$ cat config.mk
export PLATFORM = sky130hd
export DESIGN_NAME = cnn_mac_pipe_signed_flat
export DESIGN_NICKNAME = d
export VERILOG_FILES = /design/src/rtl/cnn_mac_pipe_signed_if.sv /design/src/rtl/cnn_mac_pipe_signed.sv /design/src/flat_wrapper.sv
export SDC_FILE = /design/constraint.sdc
export NUM_CORES = 1
export LEC_CHECK = 0
export BUFFER_PORTS_ARGS = -buffer_cell sky130_fd_sc_hd__buf_2
export CAP_MARGIN = 20
export CORE_ASPECT_RATIO = 0.75
export CORE_MARGIN = 1.5
export CORE_UTILIZATION = 45
export CTS_BUF_LIST = sky130_fd_sc_hd__clkbuf_4 sky130_fd_sc_hd__clkbuf_8
export CTS_CLUSTER_DIAMETER = 60
export CTS_CLUSTER_SIZE = 16
export DETAILED_ROUTE_END_ITERATION = 7
export PLACE_DENSITY_LB_ADDON = 0.12
export SYNTH_ARGS = -nofsm -noshare
export SYNTH_HDL_FRONTEND = slang
export SYNTH_SLANG_ARGS = --single-unit
$ cat constraint.sdc
create_clock -name ap_clk -period 3.9 [get_ports ap_clk]
set_input_delay 0.195 -clock ap_clk [delete_from_list [all_inputs] [get_ports ap_clk]]
set_output_delay 0.195 -clock ap_clk [all_outputs]
set_load 0.01 [all_outputs]
$ cat src/rtl/cnn_mac_pipe_signed_if.sv
// Operand stream in, group-sum stream out, both valid/ready.
// Widths must match the cnn_mac_pipe_signed instance using this bundle.
interface cnn_mac_pipe_signed_if #(
  parameter int DIN0_WIDTH = 14,
  parameter int DIN1_WIDTH = 10,
  parameter int ACC_WIDTH  = 32,
  parameter int CNT_WIDTH  = 16
) ();
  logic                         in_valid;
  logic                         in_ready;
  logic signed [DIN0_WIDTH-1:0] din0;
  logic signed [DIN1_WIDTH-1:0] din1;
  logic                         in_first;
  logic                         in_last;
  logic                         out_valid;
  logic                         out_ready;
  logic signed [ACC_WIDTH-1:0]  dout;
  logic [CNT_WIDTH-1:0]         out_count;
  logic                         ovf;

  modport master (
    output in_valid, din0, din1,
    output in_first, in_last, out_ready,
    input  in_ready, out_valid, dout,
    input  out_count, ovf
  );

  modport slave (
    input  in_valid, din0, din1,
    input  in_first, in_last, out_ready,
    output in_ready, out_valid, dout,
    output out_count, ovf
  );
endinterface

$ cat src/rtl/cnn_mac_pipe_signed.sv
// Pipelined signed MAC with first/last grouped accumulation.
// Define CNN_MAC_SAT_EN for saturating accumulate with sticky ovf.
module cnn_mac_pipe_signed #(
  parameter int DIN0_WIDTH = 14,
  parameter int DIN1_WIDTH = 10,
  parameter int ACC_WIDTH  = 32,
  parameter int NUM_STAGE  = 3,
  parameter int CNT_WIDTH  = 16
) (
  input logic ap_clk,
  input logic ap_rst_n,
  cnn_mac_pipe_signed_if.slave s
);

  localparam int PW = DIN0_WIDTH + DIN1_WIDTH;
  localparam int LS = NUM_STAGE - 1;

  logic                        en;
  logic signed [PW-1:0]        prod;

  logic signed [PW-1:0]        p_q [NUM_STAGE];
  logic [NUM_STAGE-1:0]        v_q;
  logic [NUM_STAGE-1:0]        f_q;
  logic [NUM_STAGE-1:0]        l_q;

  logic signed [ACC_WIDTH-1:0] pext;
  logic signed [ACC_WIDTH-1:0] base;
  logic signed [ACC_WIDTH-1:0] acc_d;
  logic signed [ACC_WIDTH-1:0] acc_q;
  logic [CNT_WIDTH-1:0]        cnt_d;
  logic [CNT_WIDTH-1:0]        cnt_q;
  logic                        idle_q;
  logic                        done_q;
  logic                        start;

  logic                        out_valid_q;
  logic signed [ACC_WIDTH-1:0] dout_q;
  logic [CNT_WIDTH-1:0]        count_q;

  // Whole datapath stalls together while a result waits.
  assign en         = !out_valid_q || s.out_ready;
  assign s.in_ready = en;

  // Operands widened first so the product is exact.
  assign prod = PW'(s.din0) * PW'(s.din1);

  always_ff @(posedge ap_clk or negedge ap_rst_n) begin
    if (!ap_rst_n) begin
      for (int i = 0; i < NUM_STAGE; i++) begin
        p_q[i] <= '0;
      end
      v_q <= '0;
      f_q <= '0;
      l_q <= '0;
    end else if (en) begin
      p_q[0] <= prod;
      v_q[0] <= s.in_valid;
      f_q[0] <= s.in_valid & s.in_first;
      l_q[0] <= s.in_valid & s.in_last;
      for (int i = 1; i < NUM_STAGE; i++) begin
        p_q[i] <= p_q[i-1];
        v_q[i] <= v_q[i-1];
        f_q[i] <= f_q[i-1];
        l_q[i] <= l_q[i-1];
      end
    end
  end

  assign pext  = ACC_WIDTH'(p_q[LS]);
  assign start = f_q[LS] || idle_q;

`ifdef CNN_MAC_SAT_EN
  localparam logic signed [ACC_WIDTH-1:0] ACC_MAX =
    {1'b0, {(ACC_WIDTH-1){1'b1}}};
  localparam logic signed [ACC_WIDTH-1:0] ACC_MIN =
    {1'b1, {(ACC_WIDTH-1){1'b0}}};

  logic signed [ACC_WIDTH:0] sum_w;
  logic                      clamp;
  logic                      ovf_d;
  logic                      ovf_q;
  logic                      ovf_out_q;
`endif

  always_comb begin
    base  = start ? '0 : acc_q;
    cnt_d = cnt_q;
    if (start) begin
      cnt_d = CNT_WIDTH'(1);
    end else if (!(&cnt_q)) begin
      cnt_d = cnt_q + CNT_WIDTH'(1);
    end
`ifdef CNN_MAC_SAT_EN
    // One guard bit is enough to detect a single-add overflow.
    sum_w = {base[ACC_WIDTH-1], base}
          + {pext[ACC_WIDTH-1], pext};
    clamp = sum_w[ACC_WIDTH] != sum_w[ACC_WIDTH-1];
    acc_d = sum_w[ACC_WIDTH-1:0];
    if (clamp) begin
      acc_d = sum_w[ACC_WIDTH] ? ACC_MIN : ACC_MAX;
    end
    ovf_d = clamp | (!start & ovf_q);
`else
    acc_d = base + pext;
`endif
  end

  always_ff @(posedge ap_clk or negedge ap_rst_n) begin
    if (!ap_rst_n) begin
      acc_q  <= '0;
      cnt_q  <= '0;
      idle_q <= 1'b1;
      done_q <= 1'b0;
    end else if (en) begin
      done_q <= v_q[LS] & l_q[LS];
      if (v_q[LS]) begin
        acc_q  <= acc_d;
        cnt_q  <= cnt_d;
        idle_q <= l_q[LS];
      end
    end
  end

  always_ff @(posedge ap_clk or negedge ap_rst_n) begin
    if (!ap_rst_n) begin
      out_valid_q <= 1'b0;
      dout_q      <= '0;
      count_q     <= '0;
    end else if (en) begin
      out_valid_q <= done_q;
      if (done_q) begin
        dout_q  <= acc_q;
        count_q <= cnt_q;
      end
    end
  end

`ifdef CNN_MAC_SAT_EN
  always_ff @(posedge ap_clk or negedge ap_rst_n) begin
    if (!ap_rst_n) begin
      ovf_q     <= 1'b0;
      ovf_out_q <= 1'b0;
    end else if (en) begin
      if (v_q[LS]) begin
        ovf_q <= ovf_d;
      end
      if (done_q) begin
        ovf_out_q <= ovf_q;
      end
    end
  end

  assign s.ovf = ovf_out_q;
`else
  assign s.ovf = 1'b0;
`endif

  assign s.out_valid = out_valid_q;
  assign s.dout      = dout_q;
  assign s.out_count = count_q;

endmodule

$ cat src/flat_wrapper.sv
// flat-port wrapper written by rule: the top's interface ports become plain ports
module cnn_mac_pipe_signed_flat 
#(
  parameter int DIN0_WIDTH = 14,
  parameter int DIN1_WIDTH = 10,
  parameter int ACC_WIDTH  = 32,
  parameter int NUM_STAGE  = 3,
  parameter int CNT_WIDTH  = 16
)
  (ap_clk, ap_rst_n, s_in_valid, s_din0, s_din1, s_in_first, s_in_last, s_out_ready, s_in_ready, s_out_valid, s_dout, s_out_count, s_ovf);
  cnn_mac_pipe_signed_if #(.DIN0_WIDTH(DIN0_WIDTH), .DIN1_WIDTH(DIN1_WIDTH), .ACC_WIDTH(ACC_WIDTH), .CNT_WIDTH(CNT_WIDTH)) s_i ();
  input logic ap_clk;
  input logic ap_rst_n;
  input wire logic [$bits(s_i.in_valid)-1:0] s_in_valid;
  input wire logic [$bits(s_i.din0)-1:0] s_din0;
  input wire logic [$bits(s_i.din1)-1:0] s_din1;
  input wire logic [$bits(s_i.in_first)-1:0] s_in_first;
  input wire logic [$bits(s_i.in_last)-1:0] s_in_last;
  input wire logic [$bits(s_i.out_ready)-1:0] s_out_ready;
  output wire logic [$bits(s_i.in_ready)-1:0] s_in_ready;
  output wire logic [$bits(s_i.out_valid)-1:0] s_out_valid;
  output wire logic [$bits(s_i.dout)-1:0] s_dout;
  output wire logic [$bits(s_i.out_count)-1:0] s_out_count;
  output wire logic [$bits(s_i.ovf)-1:0] s_ovf;
  assign s_i.in_valid = s_in_valid;
  assign s_i.din0 = s_din0;
  assign s_i.din1 = s_din1;
  assign s_i.in_first = s_in_first;
  assign s_i.in_last = s_in_last;
  assign s_i.out_ready = s_out_ready;
  assign s_in_ready = s_i.in_ready;
  assign s_out_valid = s_i.out_valid;
  assign s_dout = s_i.dout;
  assign s_out_count = s_i.out_count;
  assign s_ovf = s_i.ovf;
  cnn_mac_pipe_signed #(.DIN0_WIDTH(DIN0_WIDTH), .DIN1_WIDTH(DIN1_WIDTH), .ACC_WIDTH(ACC_WIDTH), .NUM_STAGE(NUM_STAGE), .CNT_WIDTH(CNT_WIDTH)) u_core (.ap_clk(ap_clk), .ap_rst_n(ap_rst_n), .s(s_i));
endmodule
After elaboration in Yosys (flattened, before gate mapping)
Index checks and enable logic that the tools add are counted.
- output and inout port bits: 51
- bits in registers: 180
- logic and storage cells: 30
- $mul: 1
- eq/ne operators: 1
- reductions and logical operators: 7
- mux-type cells: 3
- bitwise logic cells: 3
- add/sub/neg operators: 2
- operators by type and width (cell ; number):
    adder 32 x 24 -> 32 bit ; 1
    two-way mux 16 bit ; 2
    two-way mux 32 bit ; 1
    multiplier 14 x 10 -> 24 bit ; 1
    adder 16 x 1 -> 16 bit (second input constant) ; 1
    AND reduction 16 bit ; 1
    AND reduction 2 bit ; 2
    AND 1 bit ; 3
    AND reduction 3 bit ; 1
    logical OR 1 bit ; 2
    inequality test 2 x 1 -> 1 bit (second input constant) ; 1
    zero test 1 bit ; 1

Depth between registers and ports, before layout
Gate-level depths: netlist of run 1.
- depth in word-level cells: 3
- depth in mapped cells: 20
- gate-level depth less buffers: 19

Worst setup path before layout of run 1
OpenSTA, ideal clock, no wires.
- path type: input port to flip-flop
- start: input s_din1[3]
- end: register u_core.p_q[67] (netlist name)
- data required time: 3774 ps
- stages on the path: 19
- slack: -1015 ps
- setup time: 126 ps
- path buffers: 1
- arrival time: 4790 ps
- cell sequence: clkbuf_1 > nand2_1 > fa_1 > inv_1 > fa_1 > ha_1 > fa_1 > inv_1 > fa_1 > inv_1 > ha_1 > a21oi_1 > o21bai_1 > a2111oi_2 > o31a_1 > o21ai_0 > a31oi_1 > mux2i_1 > nand2_1
- word-level cells in the longest chain between the ends: 1
- ends and longest elaborated chain (what ; line ; RTL):
    start, declared ; flat_wrapper.sv:16 ; input wire logic [$bits(s_i.din1)-1:0] s_din1;
    multiplier 14 x 10 -> 24 bit ; cnn_mac_pipe_signed.sv:45 ; assign prod = PW'(s.din0) * PW'(s.din1);
    end signal, assigned by index ; cnn_mac_pipe_signed.sv:61 ; p_q[i] <= p_q[i-1];
    end, declared ; cnn_mac_pipe_signed.sv:21 ; logic signed [PW-1:0] p_q [NUM_STAGE];
Every way passes these cells.
A chain may end at the register's enable or synchronous reset.

Worst setup path after layout of run 1
- start: input s_din0[3]
- end: register u_core.p_q[69] (netlist name)
- word-level cells in the longest chain between the ends: 1
- ends and longest elaborated chain (what ; line ; RTL):
    start, declared ; flat_wrapper.sv:15 ; input wire logic [$bits(s_i.din0)-1:0] s_din0;
    multiplier 14 x 10 -> 24 bit ; cnn_mac_pipe_signed.sv:45 ;
Every way passes these cells.

==> results of run 1 <==
[flip-flops by register name (all words and copies together), names as in the netlist]
signal	cells
u_core.l_q	3
u_core.cnt_q	16
u_core.v_q	3
u_core.acc_q	32
u_core.s.out_valid	1
u_core.s.dout	32
u_core.idle_q	1
u_core.done_q	1
u_core.f_q	3
u_core.s.out_count	16
u_core.p_q	72
[final cells by class]
cell class                 instances  area [um2]
clock buffer                      21         277
clock inverter                    11         174
timing repair buffer             215        1730
sequential                       180        4510
inverter                         178         668
fill                            2734       13300
multi-input combinational       1055        8950
tap                              399         499
[synth_stat cells (8+ instances only)]
library cell    n  area share
inv_1         178       0.048
nand3_1        21      0.0076
a211oi_1       11      0.0060
nand2_1       330       0.090
dfrtp_1       179        0.32
fa_1          124        0.18
ha_1           89       0.081
buf_1          12      0.0033
clkbuf_1       49       0.013
a21o_1         20       0.011
o31ai_1         8      0.0044
a21oi_1        40       0.015
and2_1         86       0.039
mux2_2         46       0.038
o21ai_0        53       0.019
nand2b_1       13      0.0059
nor2b_1        12      0.0054
xor2_1         23       0.015
xnor2_1        31       0.020
nor2_1         47       0.013
[worst paths after layout]
kind                               start  slack [ns]  cells past startpoint                  to
max in group asynchronous       ap_rst_n        2.58                      3   u_core.s.dout[15]
min                          s_out_ready        0.13                      4  u_core.s.out_valid
min in group asynchronous       ap_rst_n        0.41                      2      u_core.p_q[52]
max                            s_din0[3]       -0.45                     21      u_core.p_q[69]
max reg2reg                u_core.idle_q        0.45                     13    u_core.acc_q[31]
min reg2reg                u_core.l_q[1]        0.47                      2       u_core.l_q[1]
[cells in the final DEF, fill, tap and decap left out, drive strengths merged, types with 5 or more instances in the layout]
master,count
o21ai,55
and2,86
clkbuf,23
nor3b,7
xnor2,31
dfrtp,179
or3,7
a21o,20
xor2,23
buf,209
a31oi,5
o31ai,8
and3,7
ha,89
fa,124
nand2b,13
inv,180
nor2b,12
nand2,330
nand3,21
o211ai,5
a211oi,11
nor2,47
mux2,46
o21a,7
nor3,7
a21oi,41
nand4,6
[routing by layer]
layer  GRT usage  vias to the layer above  wire length, um
met4      0.0282                        0              149
li1            -                     5068                -
met2       0.317                      144            13400
met1       0.301                     5207            15000
met5           0                        -                0
met3      0.0337                       10             1070
[worst register-to-register path, delay by kind of cell, from the launching register on]
family          cells  cell delay [ns]
flops               1             0.55
compound gates      8             1.98
fa+ha+maj           1             0.34
buf+inv             1             0.17
simple gates        3             0.31
[power breakdown]
part           internal (W)  switching [W]  leakage [nW]
Combinational       0.00572        0.00592          5.99
Sequential          0.00273       0.000530          2.22
Clock              0.000753       0.000671         0.225
Total               0.00920        0.00713          8.44
[kinds of logic after synthesis]
logic type / count (synthesis) / share of synthesized area
AND/OR/NAND/NOR: 551 / 0.181
buffers and inverters: 242 / 0.0668
adder cells (fa/ha/maj): 213 / 0.261
AO/OA/AOI/OAI: 188 / 0.0911
flip-flops: 180 / 0.327
XOR/XNOR: 54 / 0.0343
multiplexers: 48 / 0.0390
other: 1 / 0.000272
[what timing repair did]
item / 4_1_cts / 5_1_grt
resized for setup: 106 / 59
hold buffers: 3 / 1
setup endpoints to repair: 14 / 15
endpoints found under the hold margin: 122 / 1
buffers inserted: 12 / 8
pin swaps: 53 / 73
[stage by stage]
step | hold slack (ns) | total power [W]
2_1_floorplan | -0.101 | 0.0106
3_3_place_gp | 0.419 | 0.0135
3_5_place_dp | 0.409 | 0.0137
4_1_cts | 0.00501 | 0.0160
5_1_grt | 0.104 | 0.0181
6_report | 0.127 | 0.0163
==> flow_summary.toml, run 1 <==
[status]
outcome = "complete, but fails checks"
violations = "setup timing"

[route]
num_vias = 10400
ant_nets = 0
remaining_drc_errors = 0
drt_iter0_drc = 475
viasPerCell = 5.07
wl_per_cell_um = 14.4
dr.pass1.iters = 6
routed_wl_mm = 29.6

[placement]
place_area_um2 = 15600
dpl.hpwl_mm = 22.7
gp_congestion = 0.824
dpl.cell_count = 2004
pre_cts_ws_ns = -1.11
io_buffers = 79

[global_routing]
overflow = 0
track_usage = 0.202
grt_pass1_wl_mm = 52.1
antenna_found_initial = 0
grt_pass1_vias = 10800
grt_start_max_net_pins = 123

[sta]
rsz0062_at_grt = "true"
relSlewSlack = 0.350
fmax_ghz = 0.230
drv_slew = 0
worst_slack_ns = -0.445
tightest_slew_ns = 0.974
period_share = 1.11
fin_skew_ns = 0.0158
fin_crit_ns = 4.35
setup_viol = 13
hold_viol_final = 0
final.setup.tns_ns = -3.81

[yosys]
synth_cells = 1477
ys_types = 65
synth-edff-count = 0
synth_nets = 1720
synth_seq_cells = 180
synth_area_per_cell_um2 = 9.33
synthArstFlopShare = 1.00
yosys_warnings = 0
ys_seq_area_frac = 0.327
syn_area_um2 = 13800
synth-main-ff-cell = "dfrtp_1"

[worst_setup_path]
worstSetupPathType = "in -> reg"
cp_slowest_stage_delay_ns = 0.55
path_cells = "buf_8, buf_6, and2_4, fa_1, inv_2, fa_1, inv_2, fa_2, fa_1, inv_1, fa_1, inv_2, ha_4, or2_4, a21oi_4, o31a_1, nor3_2, buf_4, nor2_4, xor2_1, a21oi_1"
crit_buf_inv = 7
crit_fanout = 4
slowest_stage = "fa_1"
worstSetupEndpointType = "register"
critPathTopFamily = "adder cells"
cp_data_required_time_ns = 4.20
worst_path_most_repeated_cell = "fa_1"
startpoint_type = "input port"
cp.arrival_ns = 4.64

[flow_run]
drv_cap = 0

[clock_network]
clk_pin_slew_worst_paths_ns = 0.08
cts_tree = "built"
htree_levels = 4
numCtsBuffers = 17
cts_sinks = 180
clk_path_buf_depth = 2
cts-root-buf = "clkbuf_8"
insertion_delay_ns = 0.45

[finish]
final_cells = 2059
stdcell_area_um2 = 16800
syn_to_final_growth_pct = 21.9
drive_above_1_share = 0.251
antennaDiodeCount = 0
nets = 1890
finish.utilization = 0.558

[power_and_ir_drop]
leakagePower_nw = 8.44
vdd_ir_drop_max_mv = 0.673
power_density_nw_per_um2 = 971

[die]
core_area_um2 = 30100
start_util = 0.457
top_level_ports = 81
die_w_um = 205
rows = 55
die_area_um2 = 31700
die_h_um = 155

[min_path]
hold_path_class = "in -> reg"
No activity file was read; power rests on OpenSTA's default activity.
==> run 2: changes to the inputs <==
--- a/config.mk
+++ b/config.mk
@@ -9,12 +9,13 @@
 export CAP_MARGIN = 20
 export CORE_ASPECT_RATIO = 0.75
 export CORE_MARGIN = 1.5
-export CORE_UTILIZATION = 45
+export CORE_UTILIZATION = 55
 export CTS_BUF_LIST = sky130_fd_sc_hd__clkbuf_4 sky130_fd_sc_hd__clkbuf_8
 export CTS_CLUSTER_DIAMETER = 60
 export CTS_CLUSTER_SIZE = 16
 export DETAILED_ROUTE_END_ITERATION = 7
 export PLACE_DENSITY_LB_ADDON = 0.12
+export SLEW_MARGIN = 25
 export SYNTH_ARGS = -nofsm -noshare
 export SYNTH_HDL_FRONTEND = slang
 export SYNTH_SLANG_ARGS = --single-unit
==> run 2 against run 1 <==
The run still ends with setup timing left; clock-buffer cell count is 3 lower; register-to-register slack worse by 0.09 ns; first-iteration DRC count increased by 26%; die area shrank 18%.
==> flow_summary.toml, run 2 (synthesis results as in run 1) <==
[route]
remaining_drc_errors = 0
top_layer_used = "met5"
dr.pass1.iters = 5
wl_per_cell_um = 15.0
wl_met1_mm = 14.4
drt_iter0_drc = 597
met3_length_mm = 1.61
dr_wl_met2_mm = 13.5
routed_wl_mm = 29.8
num_vias = 10600
ant_nets = 0
viasPerCell = 5.35

[finish]
final_cells = 1989
syn_to_final_growth_pct = 21.2
layout_common_cells = "nand2_1 (314), dfrtp_1 (179), inv_1 (157)"
final_common_cell = "nand2_1"
nets = 1888
regMostFlops = "u_core.p_q"
largest_reg_flops = 72
drive_above_1_share = 0.248
regArea_um2 = 4510
fillerInstances = 1934
finish.utilization = 0.688
antennaDiodeCount = 0
multi_input_area_um2 = 8940

[worst_setup_path]
reg2reg_from = "u_core.f_q[2]"
worst_path_most_repeated_cell = "fa_1"
worstSetupPathType = "in -> reg"
path_cells = "buf_8, buf_6, nand2_1, fa_1, inv_1, fa_1, fa_2, fa_1, inv_2, fa_1, inv_1, ha_2, a21o_1, a21oi_4, nor3b_2, o211ai_1, and3b_2, or3_1, nand3_1"
crit_fanout = 8
cp.arrival_ns = 4.73
reg2reg_depth = 14
cp_slowest_stage_delay_ns = 0.53
slowest_stage = "fa_1"
startpoint_type = "input port"
cp_data_required_time_ns = 4.30
regToRegSetupSlack_ns = 0.36
r2r-end = "u_core.acc_q[30]"
worstSetupEndpointType = "register"

[clock_network]
insertion_delay_ns = 0.45
cts_tree = "built"
numCtsBuffers = 17
cts-root-buf = "clkbuf_8"
cts_sinks = 180
clk_pin_slew_worst_paths_ns = 0.11
clk_path_buf_depth = 2
htree_levels = 4

[power_and_ir_drop]
vdd_ir_drop_max_mv = 0.726
switching_share = 0.446
clockPowerShare = 0.079
leakagePower_nw = 8.43
p_int_w = 0.00885
switchingPower_w = 0.00713
pwr-share-comb = 0.717
power_density_nw_per_um2 = 956
power_frac_seq = 0.204

[min_path]
hold_end = "u_core.p_q[48]"
hold_path_class = "in -> reg"
min_from = "s_din0[0]"
whs_path_depth = 4

[die]
die_w_um = 186
core_area_um2 = 24300
die_h_um = 140
rows = 49
top_level_ports = 81
start_util = 0.568
die_area_um2 = 26000

[status]
outcome = "complete, but fails checks"
violations = "setup timing"

[global_routing]
overflow = 0
track_usage = 0.247
grt_start_max_net_pins = 107
grt_pass1_wl_mm = 52.0
antenna_found_initial = 0
grt_pass1_vias = 11000

[sta]
drv_slew = 0
hold_viol_final = 0
relSlewSlack = 0.371
setup_viol = 12
rsz0062_at_grt = "true"
fin_skew_ns = 0.0183
worst_slack_ns = -0.432
fmax_ghz = 0.231
hold_slack_ns = 0.208
fin_crit_ns = 4.33
tightest_slew_ns = 0.940
final.setup.tns_ns = -3.07
period_share = 1.11

[flow_run]
drv_cap = 0

[placement]
dpl.cell_count = 1931
gp_congestion = 0.868
io_buffers = 79
dpl.hpwl_mm = 22.3
## run 2: final cells by class
| cell class | instances | area share |
|---|---|---|
| Clock inverter | 14 | 0.00853 |
| Tap cell | 331 | 0.0248 |
| Sequential cell | 180 | 0.270 |
| Clock buffer | 18 | 0.0148 |
| Timing Repair Buffer | 213 | 0.107 |
| Multi-Input combinational cell | 1055 | 0.535 |
| Inverter | 178 | 0.0400 |
## run 2: per-stage QoR
stage / setup slack, ns / area [um2] / total power, W
floorplan: -0.668 / 14200 / 0.0106
global placement: -1.06 / 15400 / 0.0133
detailed placement: -1.09 / 15400 / 0.0135
CTS: -0.409 / 16300 / 0.0154
global route: -0.574 / 16700 / 0.0176
finish: -0.432 / 16700 / 0.0160
## run 2: worst max-delay path: cells and delay by family
kind | cells | cell delay [ns]
buffers and inverters | 5 | 0.38
AND/OR/NAND/NOR | 5 | 0.98
adder cells (fa/ha/maj) | 6 | 2.64
AO/OA/AOI/OAI | 3 | 0.56
## run 2: layer usage
layer  vias to the layer above  global-route usage
met5                         -                   0
met4                         2              0.0344
met3                        21              0.0502
met2                       202               0.386
met1                      5352               0.364
li1                       5055                   -
## run 2: worst max path at each step
| stage | startpoint | endpoint | slack (ns) | cells after the start |
|---|---|---|---|---|
| floorplan | s_din0[6] | u_core.p_q[70] | -0.67 | 17 |
| global placement | s_din1[3] | u_core.p_q[71] | -1.06 | 18 |
| detailed placement | s_din1[3] | u_core.p_q[67] | -1.09 | 19 |
| CTS | s_din1[4] | u_core.p_q[71] | -0.41 | 20 |
| global route | s_din1[8] | u_core.p_q[68] | -0.57 | 17 |
| finish | s_din0[7] | u_core.p_q[68] | -0.43 | 19 |
## run 2: repair_timing
action,CTS,global route
endpoints found under the hold margin,107,0
hold buffers,6,0
pin swaps,59,66
cloned,1,2
gates resized for setup,89,82
setup endpoints to repair,14,15
setup buffers,10,8
## run 2: power by group through the flow
stage	Sequential, W	Combinational (W)	Clock (W)
detailed placement	0.00329	0.0103	0
floorplan	0.00319	0.00737	0
finish	0.00327	0.0115	0.00126
global route	0.00337	0.0129	0.00137
global placement	0.00328	0.0100	0
CTS	0.00327	0.0109	0.00130
==> run 3: changes to the inputs <==
--- a/config.mk
+++ b/config.mk
@@ -9,7 +9,7 @@
 export CAP_MARGIN = 20
 export CORE_ASPECT_RATIO = 0.75
 export CORE_MARGIN = 1.5
-export CORE_UTILIZATION = 55
+export CORE_UTILIZATION = 30
 export CTS_BUF_LIST = sky130_fd_sc_hd__clkbuf_4 sky130_fd_sc_hd__clkbuf_8
 export CTS_CLUSTER_DIAMETER = 60
 export CTS_CLUSTER_SIZE = 16
==> run 3 against run 2 <==
The flow still finishes with violations (setup timing); highest routed layer is now met4; combinational power about the same; critical endpoint is now u_core.p_q[67]; largest power group unchanged; register-to-register slack got worse by 0.16 ns; non-clock buffer count decreased by 8.
==> flow_summary.toml, run 3 (synthesis results as in run 1) <==
[die]
die_h_um = 189
top_level_ports = 81
start_util = 0.306
die_area_um2 = 47300
core_area_um2 = 45000
rows = 67
die_w_um = 251

[route]
ant_nets = 0
remaining_drc_errors = 0
wl_per_cell_um = 14.5
viasPerCell = 4.63
num_vias = 10300
drt_iter0_drc = 488
routed_wl_mm = 32.5
dr.pass1.iters = 5

[power_and_ir_drop]
power_density_nw_per_um2 = 938
leakagePower_nw = 8.42
power_w = 0.0159
vdd_ir_drop_max_mv = 0.576

[status]
violations = "setup timing"
outcome = "complete, but fails checks"

[global_routing]
overflow = 0
grt_pass1_vias = 11000
antenna_found_initial = 0
grt_start_max_net_pins = 92
track_usage = 0.143
grt_pass1_wl_mm = 55.0

[clock_network]
insertion_delay_ns = 0.49
clk_pin_slew_worst_paths_ns = 0.10
cts-root-buf = "clkbuf_8"
htree_levels = 4
cts_tree = "built"
cts_sinks = 180
clk_path_buf_depth = 2
numCtsBuffers = 17

[sta]
relSlewSlack = 0.357
drv_slew = 0
period_share = 1.08
fin_skew_ns = 0.0147
fmax_ghz = 0.237
tightest_slew_ns = 0.960
hold_slack_ns = 0.177
worst_slack_ns = -0.325
rsz0062_at_grt = "true"
hold_viol_final = 0
setup_viol = 12
fin_crit_ns = 4.23

[finish]
finish.utilization = 0.376
largest_reg_flops = 72
final_cells = 2236
syn_to_final_growth_pct = 22.9
antennaDiodeCount = 0
layout_common_cells = "nand2_1 (313), dfrtp_1 (179), inv_1 (160)"
nets = 1880
final_common_cell = "nand2_1"
drive_above_1_share = 0.236
regMostFlops = "u_core.p_q"

[placement]
io_buffers = 79
dpl.cell_count = 2179
dpl.hpwl_mm = 24.2
gp_congestion = 0.780
pre_cts_ws_ns = -1.17

[worst_setup_path]
worst_path_most_repeated_cell = "fa_1"
worstSetupEndpointType = "register"
cp.arrival_ns = 4.60
crit_fanout = 5
cp_slowest_stage_delay_ns = 0.53
worstSetupPathType = "in -> reg"
slowest_stage = "fa_1"
cp_data_required_time_ns = 4.28
startpoint_type = "input port"
reg2reg_depth = 14
path_cells = "buf_12, nand2_4, fa_1, inv_1, fa_1, inv_2, fa_1, inv_2, fa_1, inv_1, fa_1, inv_2, ha_4, a2111oi_4, o31a_1, o21ai_2, a31oi_1, mux2i_1, nand2_1"

[min_path]
hold_path_class = "in -> async"

[flow_run]
drv_cap = 0
run 3: cell count changes in the layout (fill, tap and decap cells not counted), sizes merged:
cell,change
buf,-9
bufbuf,-1
bufinv,+1
clkbuf,+7
clkinvlp,+1
dlygate4sd3,+1
inv,-8
run 3: worst max-delay path, delay by kind of cell:
family / cells / cell delay (ns)
multiplexers: 1 / 0.20
buffers and inverters: 6 / 0.34
AND/OR/NAND/NOR: 2 / 0.11
AO/OA/AOI/OAI: 4 / 0.99
adder cells (fa/ha/maj): 6 / 2.76
run 3: metal layers:
metal	global-route usage	share of wire	wire [um]	vias to the layer above
met5	0	0	0	-
met3	0.0258	0.034	1100	21
li1	-	-	-	5044
met2	0.230	0.44	14300	116
met1	0.203	0.52	16800	5162
met4	0.0261	0.0084	272	0
run 3: power by group:
group	switching (W)	internal (W)
Sequential	0.000534	0.00273
Clock	0.000681	0.000657
Combinational	0.00578	0.00552
Total	0.00699	0.00890
run 3: area by class of cell:
| cell class | instances | area (um2) |
|---|---|---|
| Fill cell | 4579 | 28100 |
| Multi-Input combinational cell | 1055 | 8870 |
| Sequential cell | 180 | 4510 |
| Timing Repair Buffer | 205 | 1760 |
| Tap cell | 586 | 733 |
| Inverter | 178 | 668 |
| Clock buffer | 24 | 312 |
| Clock inverter | 8 | 98.8 |
run 3: path summary, 6_finish.rpt:
check	slack, ns	end	start
min in group ap_clk	0.21	u_core.p_q[49]	s_din0[0]
max reg2reg	0.20	u_core.acc_q[31]	u_core.idle_q
max	-0.33	u_core.p_q[67]	s_din1[2]
min reg2reg	0.47	u_core.v_q[0]	u_core.v_q[0]
min	0.18	u_core.s.dout[0]	ap_rst_n
max in group asynchronous	2.69	u_core.s.dout[18]	ap_rst_n
run 3: through the flow:
| stage | setup TNS (ns) | instance area, um2 |
|---|---|---|
| 6_report | -2.53 | 16900 |
| 5_1_grt | -4.14 | 16900 |
| 4_1_cts | -2.72 | 16600 |
| 3_5_place_dp | -15.54 | 15700 |
| 3_3_place_gp | -14.76 | 15700 |
| 2_1_floorplan | -6.81 | 14200 |
run 3: what timing repair did:
item | CTS | global route
setup buffers | 9 | 5
gates resized for setup | 100 | 51
hold buffers | 7 | 0
pin swaps | 49 | 62
endpoints found under the setup margin | 14 | 15
cloned | 0 | 5
endpoints found under the hold margin | 43 | 0
